## config.mk

```make
export PLATFORM = sky130hd
export DESIGN_NAME = fetch_controller
export DESIGN_NICKNAME = d
export VERILOG_FILES = /design/src/rtl/fetch_controller_pkg.sv /design/src/rtl/fetch_fifo.sv /design/src/rtl/fetch_controller.sv
export SDC_FILE = /design/constraint.sdc
export NUM_CORES = 1
export LEC_CHECK = 0
export ABC_AREA = 1
export BUFFER_PORTS_ARGS = -buffer_cell sky130_fd_sc_hd__buf_4
export CAP_MARGIN = 20
export CORE_ASPECT_RATIO = 1.75
export CORE_MARGIN = 4
export CORE_UTILIZATION = 41
export CTS_CLUSTER_DIAMETER = 100
export DETAILED_ROUTE_END_ITERATION = 7
export MAX_ROUTING_LAYER = met4
export SLEW_MARGIN = 10
export SYNTH_ARGS = -nofsm -noshare
export SYNTH_HDL_FRONTEND = slang
export SYNTH_SLANG_ARGS = --single-unit
```

## constraint.sdc

```tcl
create_clock -name clk -period 21 [get_ports clk]
set_clock_uncertainty 0.15 [all_clocks]
set_input_delay 4.2 -clock clk [delete_from_list [all_inputs] [get_ports clk]]
set_output_delay 4.2 -clock clk [all_outputs]
set_load 0.02 [all_outputs]
```

## src/rtl/fetch_controller_pkg.sv

```systemverilog
// Shared types and constants for the instruction fetch controller.
// Optional feature macro: FETCH_PERF_EN (see fetch_controller.sv).
package fetch_controller_pkg;

    typedef enum logic [1:0] {
        BOOT  = 2'd0,
        FETCH = 2'd1,
        FULL  = 2'd2
    } fetch_state_e;

    localparam logic [31:0] PC_STEP          = 32'd4;
    localparam logic [31:0] DEFAULT_RESET_PC = 32'h0000_0000;

    typedef struct packed {
        logic [31:0] pc;
        logic [31:0] instr;
    } fetch_entry_t;

endpackage

```

## src/rtl/fetch_fifo.sv

```systemverilog
// DEPTH-entry fetch buffer (DEPTH = 2 or 4) with push/pop/flush and occupancy count.
// The head output holds its last shown value while the buffer is empty.
module fetch_fifo
    import fetch_controller_pkg::*;
#(
    parameter int unsigned DEPTH = 2
) (
    input  logic                           clk,
    input  logic                           rst,
    input  logic                           push_i,
    input  logic                           pop_i,
    input  logic                           flush_i,
    input  fetch_entry_t                   wdata_i,
    output fetch_entry_t                   rdata_o,
    output logic [$clog2(DEPTH+1)-1:0]     count_o
);

    localparam int unsigned CW = $clog2(DEPTH + 1);
    localparam int unsigned PW = $clog2(DEPTH);

    fetch_entry_t          mem_q [DEPTH];
    fetch_entry_t          last_q;
    logic [PW-1:0]         head_q;
    logic [PW-1:0]         tail_q;
    logic [CW-1:0]         count_q;

    assign count_o = count_q;
    assign rdata_o = (count_q != '0) ? mem_q[head_q] : last_q;

    always_ff @(posedge clk or posedge rst) begin
        if (rst) begin
            for (int unsigned i = 0; i < DEPTH; i++) begin
                mem_q[i] <= '0;
            end
            last_q  <= '0;
            head_q  <= '0;
            tail_q  <= '0;
            count_q <= '0;
        end else begin
            last_q <= rdata_o;
            if (flush_i) begin
                head_q  <= '0;
                tail_q  <= '0;
                count_q <= '0;
            end else begin
                if (push_i) begin
                    mem_q[tail_q] <= wdata_i;
                    tail_q        <= tail_q + PW'(1);
                end
                if (pop_i) begin
                    head_q <= head_q + PW'(1);
                end
                count_q <= count_q + CW'(push_i) - CW'(pop_i);
            end
        end
    end

endmodule

```

## src/rtl/fetch_controller.sv

```systemverilog
// Instruction fetch controller: PC generation, BOOT/FETCH/FULL FSM, fetch buffer.
// Define FETCH_PERF_EN to add saturating perf_fetched / perf_stall counters.
module fetch_controller
    import fetch_controller_pkg::*;
#(
    parameter logic [31:0] RESET_PC  = DEFAULT_RESET_PC,
    parameter int unsigned BUF_DEPTH = 2
) (
    input  logic        clk,
    input  logic        rst,
`ifdef FETCH_PERF_EN
    output logic [31:0] perf_fetched,
    output logic [31:0] perf_stall,
`endif
    output logic [31:0] imem_pc,
    input  logic [31:0] imem_instr,
    input  logic        redirect_valid,
    input  logic [31:0] redirect_pc,
    output logic        if_valid,
    output logic [31:0] if_pc,
    output logic [31:0] if_instr,
    input  logic        if_ready
);

    localparam int unsigned CW = $clog2(BUF_DEPTH + 1);

    fetch_state_e   state_q, state_d;
    logic [31:0]    fetch_pc_q, fetch_pc_d;
    logic [CW-1:0]  count;
    logic [CW-1:0]  count_d;
    logic           push;
    logic           pop;
    fetch_entry_t   wentry;
    fetch_entry_t   head;
    logic [1:0]     unused_redirect_lsbs;

    assign unused_redirect_lsbs = redirect_pc[1:0];

    assign imem_pc  = fetch_pc_q;
    assign if_valid = (count != '0);
    assign if_pc    = head.pc;
    assign if_instr = head.instr;
    assign wentry   = '{pc: fetch_pc_q, instr: imem_instr};

    always_comb begin
        pop        = if_valid && if_ready && !redirect_valid;
        push       = (state_q != BOOT) && ((count < CW'(BUF_DEPTH)) || pop) && !redirect_valid;
        count_d    = redirect_valid ? '0 : (count + CW'(push) - CW'(pop));
        fetch_pc_d = fetch_pc_q;
        state_d    = state_q;
        if (redirect_valid) begin
            fetch_pc_d = {redirect_pc[31:2], 2'b00};
        end else if (push) begin
            fetch_pc_d = fetch_pc_q + PC_STEP;
        end
        case (state_q)
            BOOT:    state_d = FETCH;
            FETCH:   if (!redirect_valid && count_d == CW'(BUF_DEPTH)) state_d = FULL;
            FULL:    if (redirect_valid || pop) state_d = FETCH;
            default: state_d = BOOT;
        endcase
    end

    always_ff @(posedge clk or posedge rst) begin
        if (rst) begin
            state_q    <= BOOT;
            fetch_pc_q <= RESET_PC;
        end else begin
            state_q    <= state_d;
            fetch_pc_q <= fetch_pc_d;
        end
    end

    fetch_fifo #(
        .DEPTH (BUF_DEPTH)
    ) u_fifo (
        .clk     (clk),
        .rst     (rst),
        .push_i  (push),
        .pop_i   (pop),
        .flush_i (redirect_valid),
        .wdata_i (wentry),
        .rdata_o (head),
        .count_o (count)
    );

`ifdef FETCH_PERF_EN
    logic [31:0] perf_fetched_q, perf_fetched_d;
    logic [31:0] perf_stall_q, perf_stall_d;

    assign perf_fetched = perf_fetched_q;
    assign perf_stall   = perf_stall_q;

    always_comb begin
        perf_fetched_d = perf_fetched_q;
        perf_stall_d   = perf_stall_q;
        if (push && perf_fetched_q != '1) perf_fetched_d = perf_fetched_q + 32'd1;
        if (if_valid && !if_ready && perf_stall_q != '1) perf_stall_d = perf_stall_q + 32'd1;
    end

    always_ff @(posedge clk or posedge rst) begin
        if (rst) begin
            perf_fetched_q <= '0;
            perf_stall_q   <= '0;
        end else begin
            perf_fetched_q <= perf_fetched_d;
            perf_stall_q   <= perf_stall_d;
        end
    end
`endif

endmodule

```

==> results of run 1 <==
==> state kept, by name, indices dropped and copies added, names as in the netlist <==
| register | count |
|---|---|
| u_fifo.last_q | 64 |
| u_fifo.mem_q | 124 |
| u_fifo.head_q | 1 |
| state_q | 2 |
| u_fifo.count_o | 2 |
| imem_pc | 30 |
| u_fifo.tail_q | 1 |
==> through the flow <==
stage          cell area [µm²]  std cells  setup WS (ps)  power (W)
6_report                 12070       1657          13960   0.002154
5_1_grt                  12070       1657          13790   0.002307
4_1_cts                  12040       1656          13860   0.002183
3_5_place_dp             11270       1618          14140   0.001753
3_3_place_gp             11270       1618          14160   0.001735
2_1_floorplan             9987       1207          10520   0.001371
==> logic make-up after synthesis <==
group                    synth area share (%)
AND/OR/NAND/NOR                         19.98
AO/OA/AOI/OAI                           15.14
flip-flops                              56.15
buffers and inverters                   7.795
XOR/XNOR                               0.5264
adder cells (fa/ha/maj)                0.3760
other                                 0.03756
==> power groups by stage <==
stage	combinational (W)	sequential [W]	clock, W
2_1_floorplan	0.000637	0.000735	0
3_3_place_gp	0.00100	0.000732	0
3_5_place_dp	0.00102	0.000737	0
4_1_cts	0.00102	0.000730	0.000433
5_1_grt	0.00111	0.000752	0.000447
6_report	0.00100	0.000731	0.000421
==> worst register-to-register path, delay by kind of cell, from the launching register on <==
kind	cells	cell delay, ps
flip-flops	1	470
buffers and inverters	1	540
AND/OR/NAND/NOR	4	1200
AO/OA/AOI/OAI	2	200
==> cell type report <==
class	instances	area, µm²	share of cell area [%]
multi-input cells	812	3611	29.92
clock buffers	32	659.4	5.464
inverters	106	405.4	3.359
clock inverters	6	111.4	0.9228
repair buffers	169	1289	10.68
well taps	308	385.4	3.193
flip-flops and latches	224	5607	46.46
==> layer usage <==
| metal | track usage, % | wire (µm) | vias up |
|---|---|---|---|
| li1 | - | - | 4092 |
| met3 | 1.969 | 942 | 56 |
| met2 | 35.19 | 13880 | 210 |
| met1 | 24.29 | 11280 | 3979 |
| met4 | 9.413 | 1300 | 0 |
| met5 | - | 0 | - |
==> cell usage in the layout, fill, tap and decap left out, drive strengths merged <==
cell / instances
dfrtp: 224
o21bai: 2
xnor2: 1
and2: 1
bufinv: 3
nand4: 1
nand2: 363
conb: 2
xor2: 5
buf: 169
nor2: 112
nand3: 30
clkinvlp: 1
a21oi: 127
o211ai: 8
inv: 107
clkbuf: 32
ha: 3
nor3: 2
clkinv: 1
o22ai: 1
a31oi: 1
o21ai: 153
==> path summary, 6_finish.rpt <==
path | endpoint | slack (ps) | cells past startpoint
setup / recovery | if_pc[10] | 13960 | 6
hold / removal | u_fifo.mem_q[69] | 330 | 2
setup reg to reg | u_fifo.mem_q[30] | 18260 | 7
hold reg to reg | u_fifo.mem_q[69] | 330 | 2
max in group asynchronous | u_fifo.head_q | 15840 | 3
min in group asynchronous | u_fifo.last_q[22] | 3600 | 2
==> metrics.md, run 1 <==
| Metric | Value |
|---|---|
| Register area share after synthesis | `56.15%` |
| Die area | `0.02701 mm²` |
| GPL Wtd Cong | `0.9965` |
| Cts hold-fix bufs | `0` |
| Final setup fails | `0` |
| CP Launch Point | `u_fifo.count_o[1]` |
| Vias per inst | `5.031` |
| Pre-Repair DR Iteration Count | `5` |
| Io pins | `165` |
| Critical path capture point type | `primary output` |
| Sequential share of power | `33.9%` |
| CP most frequent cell | `buf_4` |
| Antenna-violating nets left | `0` |
| Core Util, Final | `50.23%` |
| Synthesized flop and latch total | `224` |
| CTS tree | `done` |
| Slowest stage delay, CP | `530 ps` |
| TritonCTS sink count | `224` |
| DRC | `0` |
| Crit share post-route | `33.50%` |
| Yosys top cell area share | `56.15%` |
| WP data required | `16,650 ps` |
| RSZ-0062 raised after global routing | `false` |
| Clk buf depth | `3` |
| Final Hold Fails | `0` |
| Minimum clock period | `7035 ps` |
| Layout cells sized above 1 | `16.01%` |
| Worst hold path type | `reg2reg` |
| Root Buffer | `clkbuf_16` |
| Gr ovfl total | `0` |
| Setup TNS | `0 ps` |
| Ranking of synthesized cells by area | `dfrtp_1 (56%), nand2_1 (14%), a21oi_1 (6.4%)` |
| Chip Width | `126.0 µm` |
| CP bufs+invs | `3` |
| Cts repair resizes | `0` |
| Largest net degree at the start of global routing | `86` |
| Pint | `0.001235 W` |
| Initial antenna violation count | `0` |
| GR Util All Layers | `20.53%` |
| Top-count cell post-synth | `nand2_1` |
| Post-Syn Area | `0.009983 mm²` |
| Sw frac | `42.68%` |
| Post-Syn Instances | `1,206` |
| Nets | `1,406` |
| Startpoint type of the worst setup path | `register` |
| Routed vias | `8,337` |
| Area of the core | `0.02402 mm²` |
| Worst path top cell family by delay | `buffers and inverters` |
| First-pass GRT wire length | `43,790 µm` |
| Critical Path, Cell by Cell | `nor2_4, inv_2, buf_4, nor2_1, a21oi_1, buf_4` |
| Status | `completed` |
| LEAKAGE | `5.983 nW` |
| Power Dens Cells | `178.5 mW/mm²` |
| Post-DR wirelength/cell | `16.54 µm` |
| Clock power frac | `19.6%` |
| Synth warnings | `0` |
| Initial DRC Count | `555` |
| Row count | `75` |
| Top post-synthesis cells by count | `nand2_1 (360), dfrtp_1 (224), a21oi_1 (127)` |
| Crit path arrival time | `2690 ps` |
| Hold_sp | `u_fifo.mem_q[69]` |
| Vert. Die Dim | `214.4 µm` |
| NetSw | `0.0009193 W` |
| Final HPWL DP | `17,780 µm` |
| Synth area leader | `dfrtp_1` |
| Slew @ Worst Pin | `1088 ps` |
| Clock Latency Late Sink | `510 ps` |
| Post-CTS setup buffers | `0` |
| Logic pwr share | `46.5%` |
| Clk slew on worst S/H paths | `60 ps` |
| Post-synthesis async set-or-reset flop share | `100.0%` |
| Synth Flop Type | `dfrtp_1` |
| I/O Buffers | `160` |
| Number of synthesized flops with an enable pin | `0` |
| CP Max Fanout | `37` |
| ANT cells | `0` |
| Average cell area after synthesis | `8.278 µm²` |
| Max Cap Viol | `0` |
| CTS buffer count | `22` |
| Post-synth cell types | `29` |
| Achievable clock frequency | `0.1421 GHz` |
| FILL cells | `2,447` |
| WHS | `334.1 ps` |
| Reg-to-Reg Start | `u_fifo.count_o[1]` |
| Max-slew headroom | `27.26%` |
| Synthesis-to-layout area growth | `20.88%` |
| Vias in the first global route | `8,402` |
| Peak VDD IR | `0.09117 mV` |
| Max-slew violations | `0` |
| H-tree levels | `1` |
| Routed wire length | `27,400 µm` |
| Initial Util | `41.56%` |
| Crit-path slowest cell | `buf_4` |
| Crit Path Class | `reg2out` |
Note: power is estimated with default switching activity, not from simulation.
==> run 2: changes to the inputs <==
- ABC_AREA: 1 -> 0
- clock period: 21 -> 7 ns (I/O delays scaled with it)
==> run 2 against run 1 <==
Sequential power rose to 3.0 times the previous value. Via count down 26%. Critical path depth down 2. Synthesized area down 2.0%. Non-clock buffer count down 1. Combinational power rose to 2.7 times the previous value. Clock power rose to 3.0 times the previous value. Worst setup slack worse by 11000 ps. Global-route usage down 3.6 points. Wire length down 20%. Critical endpoint is now if_instr[9]. Largest cell class unchanged.
==> metrics.md, run 2 <==
| Metric | Value |
|---|---|
| Vert. Die Dim | `212.3 µm (-0.97%)` |
| Synth Area in Compound Gates | `5.205% (-9.9 points)` |
| Clk buf depth | `3 (unchanged)` |
| Achievable clock frequency | `0.2347 GHz` |
| Startpoint type of the worst setup path | `register` |
| Slew @ Worst Pin | `1049 ps (-39.38 ps)` |
| Yosys top cell area share | `57.30% (+1.1 points)` |
| Cts repair resizes | `0 (unchanged)` |
| Critical Path, Cell by Cell | `buf_4, mux2i_1, o21ai_0, buf_4` |
| Layout cells sized above 1 | `36.62% (+21 points)` |
| Fin cells | `1,227 (-26%)` |
| H-tree levels | `1 (unchanged)` |
| Most common cell after layout, fill and taps aside | `dfrtp_1` |
| XOR/XNOR share of the synthesized area | `2.954% (+2.4 points)` |
| Post-Syn Instances | `763 (-37%)` |
| Nets | `982 (-30%)` |
| Post-Synth Simple-Gate Area | `7.827% (-12 points)` |
| Synthesis-to-layout area growth | `22.36%` |
| Antenna-violating nets left | `0 (unchanged)` |
| Die area | `0.02649 mm² (-1.9%)` |
| Max-slew violations | `0 (unchanged)` |
| Area of the core | `0.02343 mm² (-2.5%)` |
| Vias per inst | `5.053 (+0.43%)` |
| Final total power | `0.006157 W (+190%)` |
| Area of the multi-input gates | `0.003899 mm² (+8.0%)` |
| Slowest stage delay, CP | `800 ps (+270 ps)` |
| Post-Syn Area | `0.009783 mm² (-2.0%)` |
| Reg-to-Reg Start | `u_fifo.count_o[1]` |
| ANT cells | `0 (unchanged)` |
| Crit Path Class | `reg2out` |
| Post-CTS setup buffers | `0 (unchanged)` |
| Top post-synthesis cells by count | `dfrtp_1 (224), nand2_1 (94), o21ai_0 (89)` |
| Worst Hold End | `u_fifo.last_q[32]` |
| DRC | `0 (unchanged)` |
| Cts hold-fix bufs | `0 (unchanged)` |
| Setup TNS | `0 ps (unchanged)` |
| Chip Width | `124.8 µm (-0.94%)` |
| Top-count cell post-synth | `dfrtp_1` |
| Clk slew on worst S/H paths | `60 ps (about the same)` |
| First-pass GRT wire length | `35,780 µm (-18%)` |
| Initial antenna violation count | `0 (unchanged)` |
| Peak VDD IR | `0.2574 mV (+180%)` |
| Clock Latency Late Sink | `500 ps (about the same)` |
| Initial Util | `41.76% (+0.21 points)` |
| Status | `completed` |
| CTS tree | `done` |
| Register area share after synthesis | `57.30% (+1.1 points)` |
| Synth area leader | `dfrtp_1` |
| R2R setup slack | `4090 ps (-14,170 ps)` |
| Gr ovfl total | `0 (unchanged)` |
| CP Max Fanout | `35 (-5.4%)` |
| Routed wire length | `21,950 µm (-20%)` |
| Synthesized flop and latch total | `224 (unchanged)` |
| WP data required | `5450 ps (-11,200 ps)` |
| Pre-Repair DR Iteration Count | `4 (-1)` |
| Hold Path Depth | `1 (-1)` |
| Final setup fails | `0 (unchanged)` |
| Power Dens Cells | `514.4 mW/mm² (+190%)` |
| Top reg by flops | `u_fifo.mem_q` |
| LEAKAGE | `5.414 nW (-9.5%)` |
| Worst hold path type | `reg2reg` |
| Vias in the first global route | `6,522 (-22%)` |
| TritonCTS sink count | `224 (unchanged)` |
| Crit path arrival time | `2710 ps (+20 ps)` |
| Row count | `74 (-1.3%)` |
| Minimum clock period | `4260 ps` |
| Mux cell area share after synthesis | `23.25% (+23 points)` |
| Number of synthesized flops with an enable pin | `0 (unchanged)` |
| Crit-path slowest cell | `dfrtp_4` |
| Critical path capture point type | `primary output` |
| Initial DRC Count | `279 (-50%)` |
| Final Hold Fails | `0 (unchanged)` |
| Hold_sp | `u_fifo.last_q[32]` |
| GPL Wtd Cong | `0.7255 (-27%)` |
| FILL cells | `2,125 (-13%)` |
| CTS buffer count | `24 (+9.1%)` |
| Critical R2R Capture | `u_fifo.mem_q[69]` |
| GR Util All Layers | `16.97% (-3.6 points)` |
| Average cell area after synthesis | `12.82 µm² (+55%)` |
| Post-synth cell types | `38 (+31%)` |
| Post-DR wirelength/cell | `17.89 µm (+8.2%)` |
| Max Cap Viol | `0 (unchanged)` |
| WHS | `329.2 ps (-4.985 ps)` |
| Root Buffer | `clkbuf_16` |
| Reg area | `0.005609 mm² (about the same)` |
| Synth Area in Adders | `0.3837% (+0.0077 points)` |
| Most frequent cells in the layout | `dfrtp_1 (223), buf_4 (166), nand2_1 (94), o21ai_0 (89), mux2_2 (66)` |
| Number of flip-flops in the largest register | `124 (unchanged)` |
| Largest net degree at the start of global routing | `171 (+99%)` |
| I/O Buffers | `160 (unchanged)` |
| Io pins | `165 (unchanged)` |
| Inst Count DP | `1,188 (-27%)` |
| Synth Flop Type | `dfrtp_1` |
| RSZ-0062 raised after global routing | `false` |
| Routed vias | `6,200 (-26%)` |
| Worst Reg-to-Reg Cells | `6 (-1)` |
| Worst path top cell family by delay | `buffers and inverters` |
| Ranking of synthesized cells by area | `dfrtp_1 (57%), mux2_4 (9.2%), mux2_2 (7.6%)` |
| CP most frequent cell | `buf_4` |
| Max-slew headroom | `30.06% (+2.8 points)` |
| Synth warnings | `0 (unchanged)` |
| Core Util, Final | `51.10% (+0.87 points)` |
| Post-synthesis async set-or-reset flop share | `100.0% (unchanged)` |
| Final HPWL DP | `13,660 µm (-23%)` |
| Crit share post-route | `60.86%` |
| CP bufs+invs | `2 (-1)` |
| Combinational family with the most area after synthesis | `multiplexers` |
run 2: cell types whose count changed in the layout (fill, tap and decap cells not counted), moves of 66 or more:
cell | previous run | this run
nand2_1 | 360 | 94
a21oi_1 | 127 | 3
inv_1 | 103 | 5
nor2_1 | 110 | 7
o21ai_1 | 106 | 3
mux2_2 | 0 | 66
run 2: through the flow:
step / area (µm²) / setup WS, ps
floorplan: 9791 / 2526
global placement: 11180 / 2863
detailed placement: 11180 / 2862
CTS: 11950 / 2451
global route: 11970 / 2559
finish: 11970 / 2740
run 2: layer usage:
layer | track usage (%) | vias up | part of all wire [%]
li1 | - | 2936 | -
met1 | 21.17 | 3087 | 42
met2 | 28.94 | 142 | 51
met3 | 2.313 | 35 | 4.1
met4 | 5.108 | 0 | 2.5
met5 | - | - | 0
run 2: cell type report:
| class | instances | area share, % |
|---|---|---|
| Sequential cell | 224 | 46.86 |
| Multi-Input combinational cell | 486 | 32.57 |
| Timing Repair Buffer | 168 | 10.75 |
| Clock buffer | 36 | 6.073 |
| Tap cell | 304 | 3.178 |
| Clock inverter | 2 | 0.3240 |
| Inverter | 7 | 0.2509 |
run 2: worst max-delay path by stage:
stage	start	end	slack, ps	cells past startpoint
2_1_floorplan	rst	imem_pc[10]	2530	1
3_3_place_gp	redirect_valid	u_fifo.mem_q[117]	2860	5
4_1_cts	u_fifo.count_o[1]	if_pc[7]	2450	4
6_report	u_fifo.head_q	if_instr[9]	2740	4
5_1_grt	u_fifo.head_q	if_instr[9]	2560	4
3_5_place_dp	redirect_valid	u_fifo.mem_q[119]	2860	5
run 2: worst register-to-register path, delay by kind of cell (launching register included):
kind                   cells  cell delay (ps)
multiplexers               1              420
AO/OA/AOI/OAI              1               80
buffers and inverters      2              750
AND/OR/NAND/NOR            2              920
flip-flops                 1              480
run 2: where the power goes:
part | switching [W] | internal (W)
Combinational | 0.00144 | 0.00127
Clock | 0.000501 | 0.000747
Sequential | 0.000325 | 0.00188
Total | 0.00227 | 0.00389
run 2: cells by family after synthesis:
kind of cell    after synthesis
simple gates                161
xor+xnor                     33
fa+ha+maj                     3
compound gates               98
other cells                   1
mux                         189
buf+inv                      54
flops                       224
==> run 3: changes to the inputs <==
- clock period: 7 -> 4.45 ns (I/O delays scaled with it)
==> run 3 against run 2 <==
Combinational power is 58% higher. First-iteration DRC count is 29% lower. Cell count is 0.57% higher. Power increased by 62%. Worst setup slack got worse by 1700 ps.
==> metrics.md, run 3 (synthesized netlist as in run 2, its figures left out) <==
| Metric | Value |
|---|---|
| Cts repair resizes | `0 (unchanged)` |
| Max-slew headroom | `38.61% (+8.5 points)` |
| Hold_sp | `u_fifo.last_q[33]` |
| Pre-Repair DR Iteration Count | `6 (+2)` |
| Initial DRC Count | `199 (-29%)` |
| Final HPWL DP | `14,170 µm (+3.8%)` |
| Clk slew on worst S/H paths | `60 ps (about the same)` |
| Clock Latency Late Sink | `510 ps (about the same)` |
| Top reg by flops | `u_fifo.mem_q` |
| Largest net degree at the start of global routing | `113 (-34%)` |
| R2R setup slack | `1890 ps (-2200 ps)` |
| Max-slew violations | `0 (unchanged)` |
| ANT cells | `0 (unchanged)` |
| Startpoint type of the worst setup path | `register` |
| Io pins | `165 (unchanged)` |
| Area of the multi-input gates | `0.003899 mm² (unchanged)` |
| Setup TNS | `0 ps (unchanged)` |
| Critical path capture point type | `primary output` |
| Worst Hold End | `u_fifo.last_q[33]` |
| CTS buffer count | `22 (-8.3%)` |
| Achievable clock frequency | `0.2943 GHz` |
| Post-CTS setup buffers | `0 (unchanged)` |
| Crit-path slowest cell | `dfrtp_1` |
| Power Dens Cells | `820.2 mW/mm² (+59%)` |
| Critical Path, Cell by Cell | `nor2_4, buf_12, o21ai_0, buf_4` |
| Cts hold-fix bufs | `0 (unchanged)` |
| Layout cells sized above 1 | `37.42% (+0.80 points)` |
| Final Instance Area | `0.01216 mm² (+1.6%)` |
| Initial antenna violation count | `0 (unchanged)` |
| RSZ-0062 raised after global routing | `false` |
| Crit path arrival time | `2360 ps (-350 ps)` |
| DRC | `0 (unchanged)` |
| Most common cell after layout, fill and taps aside | `dfrtp_1` |
| Status | `completed` |
| LEAKAGE | `5.502 nW (+1.6%)` |
| Critical R2R Capture | `state_q[0]` |
| Peak VDD IR | `0.4440 mV (+73%)` |
| Reg-to-Reg Start | `u_fifo.count_o[1]` |
| GPL Wtd Cong | `0.7605 (+4.8%)` |
| First-pass GRT wire length | `35,940 µm (+0.46%)` |
| Dpl cell area | `0.01127 mm² (+0.81%)` |
| CTS tree | `done` |
| Slew @ Worst Pin | `920.9 ps (-128.2 ps)` |
| Sequential share of power | `34.7% (-1.1 points)` |
| Routed vias | `6,206 (+0.097%)` |
| Reg area | `0.005609 mm² (unchanged)` |
| Row count | `74 (unchanged)` |
| Pint | `0.006417 W (+65%)` |
| Hold Path Depth | `1 (unchanged)` |
| Crit Path Class | `reg2out` |
| Vias per inst | `5.029 (-0.47%)` |
| Gr ovfl total | `0 (unchanged)` |
| Sw frac | `35.64% (-1.2 points)` |
| Post-DR wirelength/cell | `17.65 µm (-1.3%)` |
| I/O Buffers | `160 (unchanged)` |
| GR Util All Layers | `17.21% (+0.24 points)` |
| Max Cap Viol | `0 (unchanged)` |
| Area of the core | `0.02343 mm² (unchanged)` |
| Vias in the first global route | `6,590 (+1.0%)` |
| TritonCTS sink count | `224 (unchanged)` |
| Root Buffer | `clkbuf_16` |
| Number of flip-flops in the largest register | `124 (unchanged)` |
| Minimum clock period | `3398 ps` |
| Slowest stage delay, CP | `470 ps (-330 ps)` |
| Most frequent cells in the layout | `dfrtp_1 (223), buf_4 (170), nand2_1 (94), o21ai_0 (89), mux2_2 (66)` |
| H-tree levels | `1 (unchanged)` |
| Initial Util | `41.76% (unchanged)` |
| Crit share post-route | `76.35%` |
| Antenna-violating nets left | `0 (unchanged)` |
| Clk buf depth | `3 (unchanged)` |
| WP data required | `3410 ps (-2040 ps)` |
| Worst hold path type | `reg2reg` |
| Final setup fails | `0 (unchanged)` |
| Worst Reg-to-Reg Cells | `11 (+5)` |
| Vert. Die Dim | `212.3 µm (unchanged)` |
| FILL cells | `2,103 (-1.0%)` |
| Clock power frac | `22.5% (+2.2 points)` |
| Die area | `0.02649 mm² (unchanged)` |
| Routed wire length | `21,790 µm (-0.73%)` |
| Nets | `986 (+0.41%)` |
| CP Max Fanout | `112 (+220%)` |
| NetSw | `0.003553 W (+57%)` |
| Final Hold Fails | `0 (unchanged)` |
| Synthesis-to-layout area growth | `24.26%` |
| Chip Width | `124.8 µm (unchanged)` |
| Logic pwr share | `42.8% (-1.2 points)` |
run 3: cell count changes in the layout (fill, tap and decap cells not counted), moves of 2 or more:
cell	change
bufinv_16	+7
buf_4	+4
clkbuf_1	-3
clkbuf_8	-3
buf_12	+2
clkbuf_16	-2
clkinv_2	+2
run 3: worst max-delay path by stage:
stage | start | endpoint | depth (start not counted)
after floorplan | rst | imem_pc[10] | 1
after global placement | redirect_valid | u_fifo.mem_q[2] | 6
after detailed placement | redirect_valid | u_fifo.mem_q[5] | 6
after CTS | u_fifo.count_o[1] | if_pc[7] | 4
after global routing | u_fifo.count_o[1] | if_pc[7] | 5
final | u_fifo.count_o[1] | if_pc[11] | 4
run 3: metrics by stage:
| step | hold WS, ps | utilization (%) | setup slack (ps) | cells | total power (W) |
|---|---|---|---|---|---|
| after floorplan | 329.9 | - | 486.0 | 764 | 0.006285 |
| after global placement | 316.8 | 48.13 | 1266 | 1195 | 0.007770 |
| after detailed placement | 331.6 | 48.13 | 1249 | 1195 | 0.007852 |
| after CTS | 346.2 | 51.90 | 954.3 | 1234 | 0.01014 |
| after global routing | 355.3 | 51.90 | 830.7 | 1234 | 0.01063 |
| final | 341.7 | 51.90 | 1052 | 1234 | 0.009971 |
run 3: area by class of cell:
cell class	instances	share of cell area, %
multi-input combinational	486	32.07
timing repair buffer	174	11.16
clock inverter	11	2.120
sequential	224	46.14
tap	304	3.129
inverter	7	0.2470
clock buffer	28	5.136
run 3: critical path, delay by kind of cell, from the launching register on:
family / cells / cell delay, ps
flip-flops: 1 / 470
AO/OA/AOI/OAI: 1 / 280
buffers and inverters: 2 / 650
AND/OR/NAND/NOR: 1 / 420
run 3: layer usage:
layer | GRT usage (%) | share of wire (%) | up-vias
li1 | - | - | 2959
met1 | 20.93 | 42 | 3084
met2 | 30.06 | 52 | 135
met3 | 2.363 | 4.0 | 28
met4 | 4.994 | 2.0 | 0
met5 | - | 0 | -
run 3: power groups by stage:
stage	clock network, W	logic [W]	registers [W]
finish	0.00224	0.00427	0.00346
global placement	0	0.00430	0.00347
detailed placement	0	0.00435	0.00350
global route	0.00239	0.00466	0.00358
CTS	0.00231	0.00436	0.00347
floorplan	0	0.00293	0.00336
